**config.mk**
```make
export PLATFORM = sky130hd
export DESIGN_NAME = shift_sched
export DESIGN_NICKNAME = d
export VERILOG_FILES = /design/src/rtl/shift_sched.sv
export SDC_FILE = /design/constraint.sdc
export NUM_CORES = 1
export LEC_CHECK = 0
export CORE_MARGIN = 1
export CORE_UTILIZATION = 40
export DETAILED_ROUTE_END_ITERATION = 8
export PLACE_DENSITY = 0.7
export SLEW_MARGIN = 40
export SYNTH_ARGS = -nofsm -noshare
export SYNTH_HDL_FRONTEND = slang
export SYNTH_SLANG_ARGS = --single-unit
```
**constraint.sdc**
```tcl
create_clock -name clk -period 2.2 [get_ports clk]
set_input_delay 0.22 -clock clk [delete_from_list [all_inputs] [get_ports clk]]
set_output_delay 0.22 -clock clk [all_outputs]
set_load 0.1 [all_outputs]
```
**src/rtl/shift_sched.sv**
```systemverilog
// Two-requester round-robin front end for a multi-cycle stepping logical shifter.
// One command in flight at a time; result held on a valid/ready output until taken.
module shift_sched #(
  parameter int WIDTH = 32,
  parameter int AMT_W = 6,
  parameter int STEP  = 4
) (
  input  logic             clk,
  input  logic             clr,
  input  logic             req0_valid,
  output logic             req0_ready,
  input  logic             req0_dir,
  input  logic [AMT_W-1:0] req0_amt,
  input  logic [WIDTH-1:0] req0_data,
  input  logic             req1_valid,
  output logic             req1_ready,
  input  logic             req1_dir,
  input  logic [AMT_W-1:0] req1_amt,
  input  logic [WIDTH-1:0] req1_data,
  output logic             res_valid,
  input  logic             res_ready,
  output logic [WIDTH-1:0] res_data,
  output logic             res_id,
  output logic             busy
);

  // state | meaning
  // IDLE  | waiting for a command; the winning requester sees ready
  // SHIFT | stepping the captured word by up to STEP bits per cycle
  // DONE  | result presented on res_*; waits for res_ready

  localparam int RW = $clog2(WIDTH + 1);

  typedef enum logic [1:0] {IDLE, SHIFT, DONE} state_t;

  state_t           state;
  logic             rr_ptr;
  logic             dir_q;
  logic [RW-1:0]    rem;
  logic             winner;
  logic             grant0;
  logic             grant1;
  logic [AMT_W-1:0] amt_sel;
  logic [31:0]      amt_ext;
  logic [RW-1:0]    n_sel;
  logic [RW-1:0]    step_n;

  always_comb begin
    winner  = (req0_valid && req1_valid) ? rr_ptr : req1_valid;
    amt_sel = winner ? req1_amt : req0_amt;
    amt_ext = 32'(amt_sel);
    // Amounts at or beyond WIDTH saturate so the result drains to zero.
    if (amt_ext > 32'(WIDTH)) n_sel = RW'(WIDTH);
    else                      n_sel = RW'(amt_sel);
    step_n  = (rem < RW'(STEP)) ? rem : RW'(STEP);
  end

  assign grant0     = (state == IDLE) && !clr && req0_valid && !winner;
  assign grant1     = (state == IDLE) && !clr && req1_valid &&  winner;
  assign req0_ready = grant0;
  assign req1_ready = grant1;
  assign res_valid  = (state == DONE);
  assign busy       = (state != IDLE);

  always_ff @(posedge clk) begin
    if (clr) begin
      state    <= IDLE;
      rr_ptr   <= 1'b0;
      dir_q    <= 1'b0;
      rem      <= '0;
      res_data <= '0;
      res_id   <= 1'b0;
    end else begin
      case (state)
        IDLE: begin
          if (grant0 || grant1) begin
            res_data <= winner ? req1_data : req0_data;
            dir_q    <= winner ? req1_dir : req0_dir;
            res_id   <= winner;
            rem      <= n_sel;
            rr_ptr   <= ~winner;
            state    <= (n_sel != '0) ? SHIFT : DONE;
          end
        end
        SHIFT: begin
          res_data <= dir_q ? (res_data >> step_n) : (res_data << step_n);
          rem      <= rem - step_n;
          if (rem == step_n) state <= DONE;
        end
        DONE: begin
          if (res_ready) state <= IDLE;
        end
        default: state <= IDLE;
      endcase
    end
  end

endmodule

```
Word-level counts from Yosys, hierarchy flattened
Index checks and enable logic that the tools add are counted.
Widths: inputs -> output; s select.
{"block": "classes", "n_shift": 2, "n_mux": 16, "n_eq_ne": 6, "n_bitwise": 1, "n_addsub": 1, "order_cmp": 2, "reduce_logical": 16}
{"cell": "$mux 32", "n": 3}
{"cell": "$pmux 32 s2", "n": 1}
{"cell": "$shl 32x6->32", "n": 1}
{"cell": "$shr 32x6->32", "n": 1}
{"cell": "$mux 6", "n": 4}
{"cell": "$pmux 6 s2", "n": 1}
{"cell": "$mux 2", "n": 4}
{"cell": "$eq 6x6->1", "n": 1}
{"cell": "$gt 6x6->1 const B", "n": 1}
{"cell": "$logic_and 1x1->1", "n": 6}
{"cell": "$lt 6x3->1 const B", "n": 1}
{"cell": "$pmux 2 s3", "n": 1}
{"cell": "$reduce_bool 6->1", "n": 1}
{"cell": "$sub 6x6->6", "n": 1}
{"cell": "$ne 2x1->1 const B", "n": 2}
{"cell": "$reduce_and 2->1", "n": 2}
{"cell": "$reduce_bool 2->1", "n": 2}
{"cell": "$reduce_and 3->1", "n": 1}
{"cell": "$eq 2x1->1 const B", "n": 1}
{"cell": "$eq 2x2->1 const B", "n": 1}
{"cell": "$logic_not 1->1", "n": 2}
{"cell": "$logic_not 2->1", "n": 1}
{"cell": "$mux 1", "n": 2}
{"cell": "$ne 2x2->1 const B", "n": 1}
{"cell": "2 further kinds", "n": 2}
{"block": "totals", "register_bits": 43, "elab_cells": 50, "input_bits": 83}

Longest topological paths before layout
Gate-level depths: netlist of the first run.
{"block": "depth", "depth_word": 9, "mapped_depth": 11}

Worst setup path before layout of the first run
Ideal clock, no wire load.
{"block": "synth_timing", "path_type": "flip-flop to output port", "from": "register state[1]", "to": "output req0_ready", "required_time_ns": 1.980, "path_buffers": 1, "arrival_ns": 4.388, "path_stages_with_launch": 5, "setup_slack_ns": -2.408, "cell_sequence": "dfxtp_1 > clkbuf_1 > nor2_1 > inv_1 > nor4b_1"}
{"block": "synth_via", "elab_chain_cells": 4}
{"element": "start, declared", "line_no": "36", "text": "state_t state;"}
{"element": "start signal, assigned", "line_no": "82", "text": "state <= (n_sel != '0) ? SHIFT : DONE;"}
{"element": "$logic_not 2->1", "line_no": "58", "text": "assign grant0 = (state == IDLE) && !clr && req0_valid && !winner;"}
{"element": "$logic_and 1x1->1 (3 in a row)", "line_no": "58"}
{"element": "end, declared", "line_no": "11", "text": "output logic req0_ready,"}
Every way passes these cells.

Worst setup path after layout of the first run
{"block": "layout_timing", "from": "register rem[5]", "to": "register res_data[25]"}
{"block": "layout_via", "elab_chain_cells": 5, "word_cells_on_any_way": 6}
{"element": "start, declared", "line_no": "39", "text": "logic [RW-1:0] rem;"}
{"element": "start signal, assigned", "line_no": "80", "text": "rem <= n_sel;"}
{"element": "start signal, assigned", "line_no": "87", "text": "rem <= rem - step_n;"}
{"element": "$lt 6x3->1", "line_no": "55", "text": "step_n = (rem < RW'(STEP)) ? rem : RW'(STEP);"}
{"element": "$mux 6 (*)", "line_no": "55"}
{"element": "$shl 32x6->32 or $shr 32x6->32 (tied branches)", "line_no": "86", "text": "res_data <= dir_q ? (res_data >> step_n) : (res_data << step_n);"}
{"element": "$mux 32 (*)", "line_no": "86"}
{"element": "$pmux 32 s2 (*)", "line_no": "74", "text": "case (state)"}
{"element": "end signal, assigned", "line_no": "77", "text": "res_data <= winner ? req1_data : req0_data;"}
{"element": "end signal, assigned", "line_no": "86"}
{"element": "end, declared", "line_no": "22", "text": "output logic [WIDTH-1:0] res_data,"}
Every way passes the cells marked *; elsewhere a longest branch is shown, timed or not.
A chain may end at the register's enable or synchronous reset.

==> results.md, run 1 <==
- The sum of internal, switching and leakage power is 8680 µW.
- The kind of launch point of the worst setup path is a register.
- In this run the static leakage power is approximately 0.0027 µW.
- The number of nets with antenna violations after routing is 0.
- The final setup violation count is 0.
- The pre-antenna-repair detailed-routing pass consisted of 5 iterations.
- The critical path capture point is res_data[25]$_SDFFE_PP0P_.
- The repair_antennas step left the layout with diodes totalling 0.
- The clock latency on the worst-skew pair is roughly 0.29 ns.
- The flow ran to the end, and the final reports show no timing, DRC or antenna violations.
- The highest achievable clock rate is approximately 470 MHz.
- For the final database, setup skew stands at 0.00973 ns.
- The count of mapped cells out of synthesis is between 600 and 700.
- The floorplan step defined a core boundary enclosing about 11,000 µm².
- Detailed placement finished with a half-perimeter wire length of approximately 14 mm.
- The count of unresolved DRC violations after routing is 0.
- The share of the cycle needed by the critical path after routing is 0.974.
- The most frequently used flop master after synthesis is sky130_fd_sc_hd__dfxtp_1.
- Max-cap violations in this run came to 0.
- The placement row count is 39.
- The hold-fix buffer count after cts is 0.
- In the synthesized netlist, the cells that appear most often are 70 x sky130_fd_sc_hd__mux2i_1, 69 x sky130_fd_sc_hd__nand2_1, 64 x sky130_fd_sc_hd__nor2_1.
- The number of ports placed on the die boundary is 120.
- The total count of hold-check failures in the final report was 0.
- For this run, the post-layout net count is ~840.
- Power spread over the standard cell area amounts to around 1300 nW/µm².
- The internal reg-to-reg setup slack is slightly below 0.06 ns.
- Across the VDD grid, the largest voltage drop is between 800 and 900 µV.
- The filler-free cell count of the finished design is ~900.
- For this run, asynchronously set or reset flops after synthesis account for 0.
- The clock buffer count from CTS is 5.
- The leading area contributor after synthesis is sky130_fd_sc_hd__dfxtp_1.
- The share of total power dissipated in combinational logic is 0.700.
- Input and output buffers added on the ports amount to approximately 120.
- The kind of end point of the critical path is a register.
- The detailed-route via count is between 5,000 and 6,000.
- Counting tap cells, the placed design contains a total of just under 900 instances.
- Dividing the synthesized area by the synthesized cell count gives 7.46 µm².
- The CTS tree is yes.
- The min-delay analysis places its worst path in the category register to register.
- The via density per instance is about 6.4.
- The effective utilization at floorplan is 0.414.
- The classification of the worst setup path is register to register.
- The die height is 111 µm.
- After synthesis the cells add up to 4750 µm².
- The sequential area share after synthesis is 0.181.
- Setup repair after global routing could not meet its margin everywhere.
- The die is roughly 110 µm wide.
- The number of antenna violations at the first check in global routing is 0.
- Data arrives at the worst endpoint at approximately 2.3 ns.
- The worst setup path startpoint is rem[5]$_SDFFE_PP0P_.
- The register bit total from synthesis is 43.
- Along the worst path, the maximum fanout reaches 6.
- The floorplan step defined a die boundary enclosing about 12,000 µm².
- The final max-slew violation count was 0.
- The via count of the first global-routing pass came to 5,724.
- Among all cell types in the netlist, the one instantiated most often is sky130_fd_sc_hd__mux2i_1.
- The share of final-layout standard cells stronger than drive strength 1 is 0.215.
- The capturing point of the worst reg2reg path is res_data[25]$_SDFFE_PP0P_.
- The H-tree generated during clock tree synthesis spans 2 levels.
- The net switching share of the total power is 0.569.
- The post-route core utilization is 0.577.
- The routed wire length is 18.6 mm.
- CTS saw 43 sinks.
- The startpoint identified for the worst register-to-register timing path is rem[5]$_SDFFE_PP0P_.
- During synthesis, Yosys emitted a total of 0 warnings.
- After global routing the overflow that remains totals 0.
- Of the total power, the clock network draws 0.106.
- At the pin with the least slew margin, the transition time is 0.616 ns.
- For this design the total switching power over the nets is between 4000 and 5000 µW.
- The largest net degree at the start of global routing is 46.
- The area share of the leading cell type in the synthesized netlist is 0.181.
- The clock transition at the registers of the reported paths is roughly 0.07 ns.
- The number of unique standard cell types used by synthesis is 68.
- The maximum buffer depth of the clock tree is 2.
- The number of cells traversed by the worst register-to-register path is 5.
- STA puts the critical path data required time at ~2.4 ns.
- The worst path needs between 2 and 2.5 ns of the cycle, external delays included.
- The growth of design area from synthesis to finish is 39.4%.
- Cell internal power was estimated by the tool at ~3700 µW.
- Ranked by total cell area, the synthesized netlist is headed by sky130_fd_sc_hd__dfxtp_1 18%, sky130_fd_sc_hd__mux2i_1 15%, sky130_fd_sc_hd__mux4_2 6.6%.
- The clock tree root buffer cell is sky130_fd_sc_hd__clkbuf_16.
- The number of nets produced by synthesis is 720.
- In this run the most critical hold path is launched from rr_ptr$_SDFFE_PP0P_.
- The synthesized design contains 0 enable-type register cells.
- The share of total power dissipated in sequential elements is 0.194.
- The first global-routing pass estimated 29.9 mm of wire.
- The per-cell routed wire length is roughly 21 µm.
- The DRC marker count from the first detailed-route iteration is 430.
- The congestion estimate from routability-driven global placement came to around 0.94.
- The relative slew slack is 0.589.
- For this run, the total global-route usage over all layers was measured as 0.299.
==> metrics by stage <==
stage,setup WS (ns),TNS (ns),area (µm²),hold slack (ns)
floorplan,-0.332,-0.400,4800,0.336
global placement,0.0312,0,6380,0.454
detailed placement,0.0199,0,6380,0.467
CTS,0.00363,0,6550,0.478
global route,-0.00571,-0.00902,6620,0.502
finish,0.0581,0,6620,0.485
==> placed cells by master, fill, tap and decap left out, types with 6 or more instances in the layout <==
cell type	instances
sky130_fd_sc_hd__nand2_1	67
sky130_fd_sc_hd__nor3_1	23
sky130_fd_sc_hd__buf_4	89
sky130_fd_sc_hd__a311oi_1	6
sky130_fd_sc_hd__o221ai_1	13
sky130_fd_sc_hd__a21oi_1	51
sky130_fd_sc_hd__and3_1	6
sky130_fd_sc_hd__a31oi_1	10
sky130_fd_sc_hd__o211ai_1	8
sky130_fd_sc_hd__mux2i_1	70
sky130_fd_sc_hd__nand3_1	10
sky130_fd_sc_hd__clkdlybuf4s50_1	82
sky130_fd_sc_hd__a221oi_1	8
sky130_fd_sc_hd__o21ai_0	40
sky130_fd_sc_hd__buf_12	12
sky130_fd_sc_hd__a211oi_1	29
sky130_fd_sc_hd__nor2_1	62
sky130_fd_sc_hd__dfxtp_1	40
sky130_fd_sc_hd__nor4_1	6
sky130_fd_sc_hd__mux4_2	15
==> sequential cells by signal (all words and copies together), names as in the netlist <==
register	flops
state	2
dir_q	1
res_data	32
rem	6
rr_ptr	1
res_id	1
==> kinds of logic after synthesis <==
| logic type | share of synthesized area |
|---|---|
| compound gates | 0.290 |
| fa+ha+maj | 0.00264 |
| flops | 0.181 |
| buf+inv | 0.0754 |
| mux | 0.229 |
| simple gates | 0.221 |
| other cells | 0.000790 |
==> repair_timing <==
item	4_1_cts	5_1_grt
endpoints found under the setup margin	0	16
buffers inserted	0	1
resized for setup	0	13
==> layer usage <==
layer  GRT usage  vias up  routed length [µm]  part of all wire
met5           0        -                   0                 0
met4       0.119        0                 504             0.027
met3      0.0552       52                1780             0.095
met2       0.479      349                8520              0.46
met1       0.396     2726                7830              0.42
li1            -     2632                   -                 -
==> power groups by stage <==
stage | Combinational [µW] | Clock [µW] | Sequential (µW)
floorplan | 3030 | 0 | 2680
global placement | 5860 | 0 | 1660
detailed placement | 5920 | 0 | 1660
CTS | 5940 | 922 | 1650
global route | 6410 | 951 | 1730
finish | 6080 | 919 | 1690
==> final cells by class <==
type / count / area, µm²
flip-flops and latches: 43 / 865
inverters: 7 / 30.0
fillers: 1043 / 4850
repair buffers: 184 / 1740
well taps: 143 / 179
clock buffers: 6 / 139
clock inverters: 2 / 35.0
multi-input cells: 512 / 3630
==> how the worst min path moves through the flow <==
stage                     slack (ns)                  end  depth (start not counted)
after floorplan                 0.34  rr_ptr$_SDFFE_PP0P_                          1
after detailed placement        0.47  rr_ptr$_SDFFE_PP0P_                          1
after global routing            0.50  rr_ptr$_SDFFE_PP0P_                          1
final                           0.48  rr_ptr$_SDFFE_PP0P_                          1
after global placement          0.45  rr_ptr$_SDFFE_PP0P_                          1
after CTS                       0.48  rr_ptr$_SDFFE_PP0P_                          1
==> worst max-delay path, cell delays in order, from the launching register on <==
cell                       delay (ns)
sky130_fd_sc_hd__dfxtp_2         0.37
sky130_fd_sc_hd__or4_4           0.60
sky130_fd_sc_hd__nor2_8          0.19
sky130_fd_sc_hd__mux4_2          0.53
sky130_fd_sc_hd__a221oi_2        0.25
sky130_fd_sc_hd__nor3_1          0.07
No activity file was read; power rests on OpenSTA's default activity.
==> run 2, diff against run 1 <==
--- a/config.mk
+++ b/config.mk
@@ -5,7 +5,7 @@
 export SDC_FILE = /design/constraint.sdc
 export NUM_CORES = 1
 export LEC_CHECK = 0
-export CORE_MARGIN = 1
+export CORE_MARGIN = 3
 export CORE_UTILIZATION = 40
 export DETAILED_ROUTE_END_ITERATION = 8
 export PLACE_DENSITY = 0.7
==> run 2 against run 1 <==
Effect of this change: fmax about the same; cell area about the same; routed wire length increased by 2.9%; sequential power decreased by 4%; critical path type unchanged; core utilization decreased by 0.22 points; worst setup slack got worse by 0.0012 ns; clock power decreased by 9.6%; sequential cell count unchanged; clock-buffer cell count increased by 2; sequential share of layout area about the same; via count increased by 0.42%.
==> results.md, run 2 (synthesis results as in run 1) <==
- The flow ran to the end, and the final reports show no timing, DRC or antenna violations.
- Dividing total power by cell area gives a power density of 1290 nW/µm².
- Setup slack on the critical path of the routed design comes to around 0.057 ns.
- The number of antenna violations at the first check in global routing was 0.
- STA puts the critical path data required time at around 2.4 ns.
- The clock period could shrink to 2.14 ns.
- The total routing usage reported by global routing is 0.287.
- The number of diodes is 0.
- During placement, the flow inserted port buffers numbering ~120.
- The via count of the first global-routing pass is roughly 5,600.
- The floorplan has 39 rows.
- In the final layout, the share of cells above drive strength 1 is 0.216.
- TritonCTS built the clock tree.
- The most common cell after layout, fill and taps aside is sky130_fd_sc_hd__buf_4.
- In this run the deepest clock path goes through 2 buffers.
- The largest net degree at the start of global routing is between 40 and 50.
- Counting instances, the worst hold path has a depth of 1.
- The clock latency on the worst-skew pair is ~0.29 ns.
- The worst clock skew is 0.00417 ns.
- For this block, the initial DRC count from the detailed router was roughly 550.
- In this run the standard cell core region covers roughly 12,000 µm².
- STA classifies the critical path startpoint as a register.
- Setup slack on the worst reg-to-reg path comes out at roughly 0.057 ns.
- The total count of hold-check failures in the final report came to 0.
- The count of unresolved DRC violations after routing is 0.
- The share of the cycle needed by the critical path after routing is 0.974.
- IR analysis of the VDD net gives a maximum drop of 705 µV.
- The global-route wire length before repair is 30.2 mm.
- Based on the critical path, the design can be clocked at up to 467 MHz.
- The leakage power total is between 0.002 and 0.003 µW.
- In this design, the stage delay of the slowest critical-path cell is 0.59 ns.
- The final weighted congestion of routability-driven global placement is about 0.97.
- Counting every sink on the clock net gives 43.
- In the layout the commonest cells are 94 x sky130_fd_sc_hd__buf_4, 82 x sky130_fd_sc_hd__clkdlybuf4s50_1, 70 x sky130_fd_sc_hd__mux2i_1.
- The data arrival time of the critical path is 2.34 ns.
- The final max-slew violation count came to 0.
- The origin of the worst min-delay path is rr_ptr$_SDFFE_PP0P_.
- The startpoint identified for the worst register-to-register timing path is rem[3]$_SDFFE_PP0P_.
- The number of fill cells is around 1,100.
- The most critical setup path has its endpoint at res_data[10]$_SDFFE_PP0P_.
- In this run the remaining antenna-violating nets after routing total 0.
- The sequential cells in the finished layout cover a total of between 800 and 900 µm².
- In this run the number of cells on the critical path is 7.
- The post-route core utilization is 0.575.
- In this run the worst hold path is classified as register to register.
- The number of violations of the max-capacitance limit is 0.
- The overall die area is around 13,000 µm².
- The slowest stage of the critical path belongs to the cell sky130_fd_sc_hd__or4_4.
- Clock-pin slew was measured on the worst setup and hold paths at 0.07 ns.
- The register name with the most flops is res_data.
- The final setup violation count is 0.
- The relative slew slack is 0.534.
- After legalization and detailed placement, the total HPWL measured between 10 and 15 mm.
- The number of H-tree levels is 2.
- By startpoint and endpoint, the worst setup path is classified as register to register.
- In this run the worst setup path begins at rem[3]$_SDFFE_PP0P_.
- Setup repair after global routing left no endpoint under its margin.
- In this run the vertical extent of the chip is about 110 µm.
- Before CTS, the worst setup slack after placement is approximately 0.024 ns.
- The flip-flop count of the largest register after layout is 32.
- The category of cells accounting for the largest share of critical-path delay is simple AND/OR/NAND/NOR gates.
- The area of combinational cells with multiple inputs is roughly 3600 µm².
- The maximum fanout along the worst path is 5.
- The largest registers in the layout are res_data x32, rem x6, state x2.
- The clock tree root buffer cell is sky130_fd_sc_hd__clkbuf_16.
- The detailed-route via count is approximately 5,800.
- The total overflow reported by the global router is 0.
- The hold slack is slightly above 0.5 ns.
- The number of cells traversed by the worst register-to-register path is 7.
- The length of the first detailed-routing pass in iterations is 7.
- In the final design database the tool counted 842 nets.
- For this block, the routed nets add up to 19.2 mm of wire.
- The number of ports placed on the die boundary is 120.
- For the pin with the worst max-slew slack, the measured transition is approximately 0.70 ns.
- The growth of design area from synthesis to finish is 39.5%.
- The floorplan step set the die width to around 110 µm.
- The effective utilization at floorplan is 0.412.
- The number of buffer and inverter instances along the worst setup path is 1.
- The via density per instance is approximately 6.4.
- The signal on the critical path passes through or4_4 > nor2_8 > buf_4 > nand2_4 > a311oi_4 > o21ai_1 > a211oi_1.
- In this run the critical register-to-register path is captured at res_data[10]$_SDFFE_PP0P_.
- The clock buffer count from CTS is 5.
- The per-cell routed wire length is 21.3 µm.
- The worst setup path is captured at a register.
-- run 2: metrics by stage --
stage / setup TNS, ns / instance area [µm²] / total power, µW / cells
after floorplan: -0.400 / 4800 / 5710 / 636
after global placement: 0 / 6420 / 7520 / 893
after detailed placement: 0 / 6420 / 7590 / 893
after CTS: 0 / 6570 / 8420 / 901
after global routing: 0 / 6620 / 9020 / 902
final: 0 / 6620 / 8560 / 902
-- run 2: power breakdown --
part,internal (µW),total [µW],switching (µW)
clock,485,831,346
combinational,2110,6100,3990
sequential,1030,1620,590
-- run 2: worst min-delay path by stage --
stage / end / slack, ns
finish: rr_ptr$_SDFFE_PP0P_ / 0.51
global route: dir_q$_SDFFE_PP0P_ / 0.53
CTS: rr_ptr$_SDFFE_PP0P_ / 0.51
detailed placement: rr_ptr$_SDFFE_PP0P_ / 0.49
global placement: rr_ptr$_SDFFE_PP0P_ / 0.46
floorplan: rr_ptr$_SDFFE_PP0P_ / 0.34
-- run 2: repair_timing --
| item | 4_1_cts | 5_1_grt |
|---|---|---|
| setup buffers | 0 | 1 |
| hold buffers | 0 | 0 |
| endpoints found under the setup margin | 0 | 12 |
| resized for setup | 0 | 9 |
-- run 2: worst register-to-register path, delay by kind of cell, from the launching register on --
| kind | cells | cell delay (ns) |
|---|---|---|
| AOI/OAI and AO/OA | 3 | 0.66 |
| buffers and inverters | 1 | 0.19 |
| DFF | 1 | 0.36 |
| and+or+nand+nor | 3 | 0.84 |
-- run 2: final cells by class --
type,count,share of cell area
clock buffer,8,0.0236
inverter,7,0.00454
multi-input combinational,512,0.546
sequential,43,0.131
tap,143,0.0270
timing repair buffer,189,0.269
-- run 2: metal layers --
| layer | track usage | vias to the layer above | share of wire |
|---|---|---|---|
| li1 | - | 2653 | - |
| met1 | 0.383 | 2764 | 0.42 |
| met2 | 0.465 | 326 | 0.47 |
| met3 | 0.0589 | 40 | 0.090 |
| met4 | 0.0876 | 0 | 0.026 |
| met5 | 0 | - | 0 |
==> run 3, diff against run 2 <==
--- a/config.mk
+++ b/config.mk
@@ -7,6 +7,7 @@
 export LEC_CHECK = 0
 export CORE_MARGIN = 3
 export CORE_UTILIZATION = 40
+export CTS_BUF_LIST = sky130_fd_sc_hd__clkbuf_8
 export DETAILED_ROUTE_END_ITERATION = 8
 export PLACE_DENSITY = 0.7
 export SLEW_MARGIN = 40
==> run 3 against run 2 <==
Effect of this change: cell area shrank 0.79%; sequential cell count is the same; die area stayed put; non-clock buffer count did not move; sequential power barely moved; fmax about the same; critical path type unchanged; critical endpoint is now res_data[2]$_SDFFE_PP0P_; largest cell class unchanged.
==> results.md, run 3 (synthesis results as in run 1) <==
- The kind of end point of the critical path is a register.
- The standard cell core area is 11,500 µm².
- The kind of launch point of the worst setup path is a register.
- The die span in x is between 100 and 150 µm.
- The total overflow reported by the global router is 0.
- The via count of the first global-routing pass is 5,639.
- The number of nets with antenna violations after routing is 0.
- The clock tree root buffer cell is sky130_fd_sc_hd__clkbuf_8.
- After the first detailed-routing iteration, the DRC count stood at between 500 and 600.
- The worst hold path begins at req0_dir.
- The length of the first detailed-routing pass in iterations is 5.
- The die is between 100 and 150 µm tall.
- The maximum fanout along the worst path is 5.
- The detailed placement HPWL is 14.3 mm.
- For this run, the top clock speed supported by timing is 467 MHz.
- The per-cell routed wire length is between 20 and 25 µm.
- The run finished with clean final reports.
- TritonCTS built the clock tree.
- The number of antenna violations at the first check in global routing is 0.
- The end point of the most critical hold path is dir_q$_SDFFE_PP0P_.
- The number of violations of the max-capacitance limit is 0.
- The routed layout has between 5,000 and 6,000 vias.
- The final layout net count is 842.
- Headroom to the max-slew limit came out at 0.521.
- The data arrival time of the critical path is 2.39 ns.
- The most common cell after layout, fill and taps aside is sky130_fd_sc_hd__buf_4.
- Of the cells placed in the final design, the portion with a size suffix greater than 1 is 0.217.
- The clock buffer count from CTS is 5.
- After clock tree synthesis, the clock-pin slew on the worst setup and hold paths is ~0.10 ns.
- The overall die area is about 13,000 µm².
- The final setup violation count is 0.
- Leaving out fill and tap cells, the most frequent cells in the layout are 94 x sky130_fd_sc_hd__buf_4, 82 x sky130_fd_sc_hd__clkdlybuf4s50_1, 70 x sky130_fd_sc_hd__mux2i_1.
- The internal reg-to-reg setup slack is 0.06 ns.
- The number of diodes is 0.
- In this run the power density over the cells is 1270 nW/µm².
- Traced cell by cell, the critical path runs through or4_4 > nor2_8 > buf_4 > nand2_4 > a311oi_4 > o21ai_1 > a211oi_2.
- The total routing usage reported by global routing is 0.287.
- The flip-flop count of the largest register after layout is 32.
- Data on the critical path is required at its endpoint by between 2 and 2.5 ns.
- The effective utilization at floorplan is 0.412.
- At the pin with the least slew margin, the transition time is 0.716 ns.
- Compared with the post-synthesis result, the final layout area differs by 38.4%.
- For this run, the slowest stage of the critical path takes between 0.5 and 0.6 ns.
- Entering global routing, the biggest net connects between 40 and 50 pins.
- The clock latency on the worst-skew pair is approximately 0.32 ns.
- Setup repair after global routing left no endpoint under its margin.
- Together, buffers and inverters on the worst path number 1.
- More flip-flops sit in one register than any other, and that register is res_data.
- The startpoint identified for the worst register-to-register timing path is rem[3]$_SDFFE_PP0P_.
- The number of ports placed on the die boundary is 120.
- The total number of clock tree sinks is 43.
- The slowest stage of the critical path belongs to the cell sky130_fd_sc_hd__or4_4.
- In this run the worst hold path is classified as primary input to register.
- The final max-slew violation count came to 0.
- The floorplan has 39 rows.
- The worst clock skew is 0.00898 ns.
- Summed over all cells, the static leakage comes to roughly 0.0026 µW.
- IR analysis of the VDD net gives a maximum drop of between 700 and 800 µV.
- The via density per instance is 6.36.
- For this run, design rule violations remaining after detail routing come to 0.
- The number of cells traversed by the worst register-to-register path is 7.
- The final critical-path setup slack is roughly 0.058 ns.
- The classification of the worst setup path is register to register.
- The category of cells accounting for the largest share of critical-path delay is simple AND/OR/NAND/NOR gates.
- The post-place setup slack is roughly 0.024 ns.
- The total count of hold-check failures in the final report is 0.
- Port buffering added about 120 buffers.
- The hold slack is approximately 0.48 ns.
- The number of fill cells is ~1,100.
- The maximum buffer depth of the clock tree is 2.
- The hold path depth is 3.
- The routed wire length is between 15 and 20 mm.
- The first global-routing pass estimated about 30 mm of wire.
- Dividing the final minimum period by the clock period gives 0.974.
- CTS built an H-tree with a depth of 2.
- The capturing point of the worst reg2reg path is res_data[2]$_SDFFE_PP0P_.
- The largest registers in the layout are res_data x32, rem x6, state x2.
- For the finished layout, the period the worst path requires is roughly 2.1 ns.
- The final weighted congestion of routability-driven global placement is between 0.9 and 1.
[run 3: changes by cell type in the layout (fill, tap and decap cells not counted), sizes merged]
cell    delta
inv        +1
clkbuf     -1
[run 3: metrics by stage]
| stage | instances | TNS (ns) | util | instance area, µm² | power, µW |
|---|---|---|---|---|---|
| 6_report | 902 | 0 | 0.570 | 6570 | 8350 |
| 5_1_grt | 902 | 0 | 0.570 | 6570 | 8790 |
| 4_1_cts | 901 | 0 | 0.566 | 6520 | 8190 |
| 3_5_place_dp | 893 | 0 | 0.557 | 6420 | 7590 |
| 3_3_place_gp | 893 | 0 | 0.557 | 6420 | 7520 |
| 2_1_floorplan | 636 | -0.400 | - | 4800 | 5710 |
[run 3: worst max-delay path by stage]
stage,startpoint,end,depth (start not counted)
2_1_floorplan,state[1]$_SDFFE_PP0P_,req0_ready,4
3_3_place_gp,req0_valid,res_data[19]$_SDFFE_PP0P_,8
3_5_place_dp,req0_valid,res_data[19]$_SDFFE_PP0P_,8
4_1_cts,rem[3]$_SDFFE_PP0P_,rem[4]$_SDFFE_PP0P_,9
5_1_grt,rem[3]$_SDFFE_PP0P_,res_data[2]$_SDFFE_PP0P_,7
6_report,rem[3]$_SDFFE_PP0P_,res_data[2]$_SDFFE_PP0P_,7
[run 3: worst register-to-register path, stage by stage, from the launching register on]
cell and delay (ns):
sky130_fd_sc_hd__dfxtp_2 0.37, sky130_fd_sc_hd__or4_4 0.59, sky130_fd_sc_hd__nor2_8 0.17, sky130_fd_sc_hd__buf_4 0.19, sky130_fd_sc_hd__nand2_4 0.08, sky130_fd_sc_hd__a311oi_4 0.34, sky130_fd_sc_hd__o21ai_1 0.13, sky130_fd_sc_hd__a211oi_2 0.21
[run 3: metal layers]
metal | GRT usage | up-vias | share of wire
met2 | 0.465 | 317 | 0.47
met3 | 0.0589 | 38 | 0.095
li1 | - | 2646 | -
met4 | 0.0869 | 0 | 0.024
met5 | 0 | - | 0
met1 | 0.383 | 2739 | 0.41
[run 3: repair_timing]
action,4_1_cts,5_1_grt
resized for setup,0,11
hold buffers,0,0
endpoints found under the setup margin,0,13
buffers inserted,0,1
[run 3: cell type report]
type / instances / area (µm²) / area share
multi-input cells: 512 / 3610 / 0.550
repair buffers: 189 / 1780 / 0.271
flip-flops and latches: 43 / 865 / 0.132
well taps: 143 / 179 / 0.0272
clock buffers: 7 / 96.3 / 0.0147
inverters: 7 / 30.0 / 0.00457
clock inverters: 1 / 3.75 / 0.000572
[run 3: report_power, final]
group	leakage [µW]	switching, µW	internal, µW
registers	0.000357	594	1030
logic	0.00223	4000	2110
clock network	0.0000557	330	284
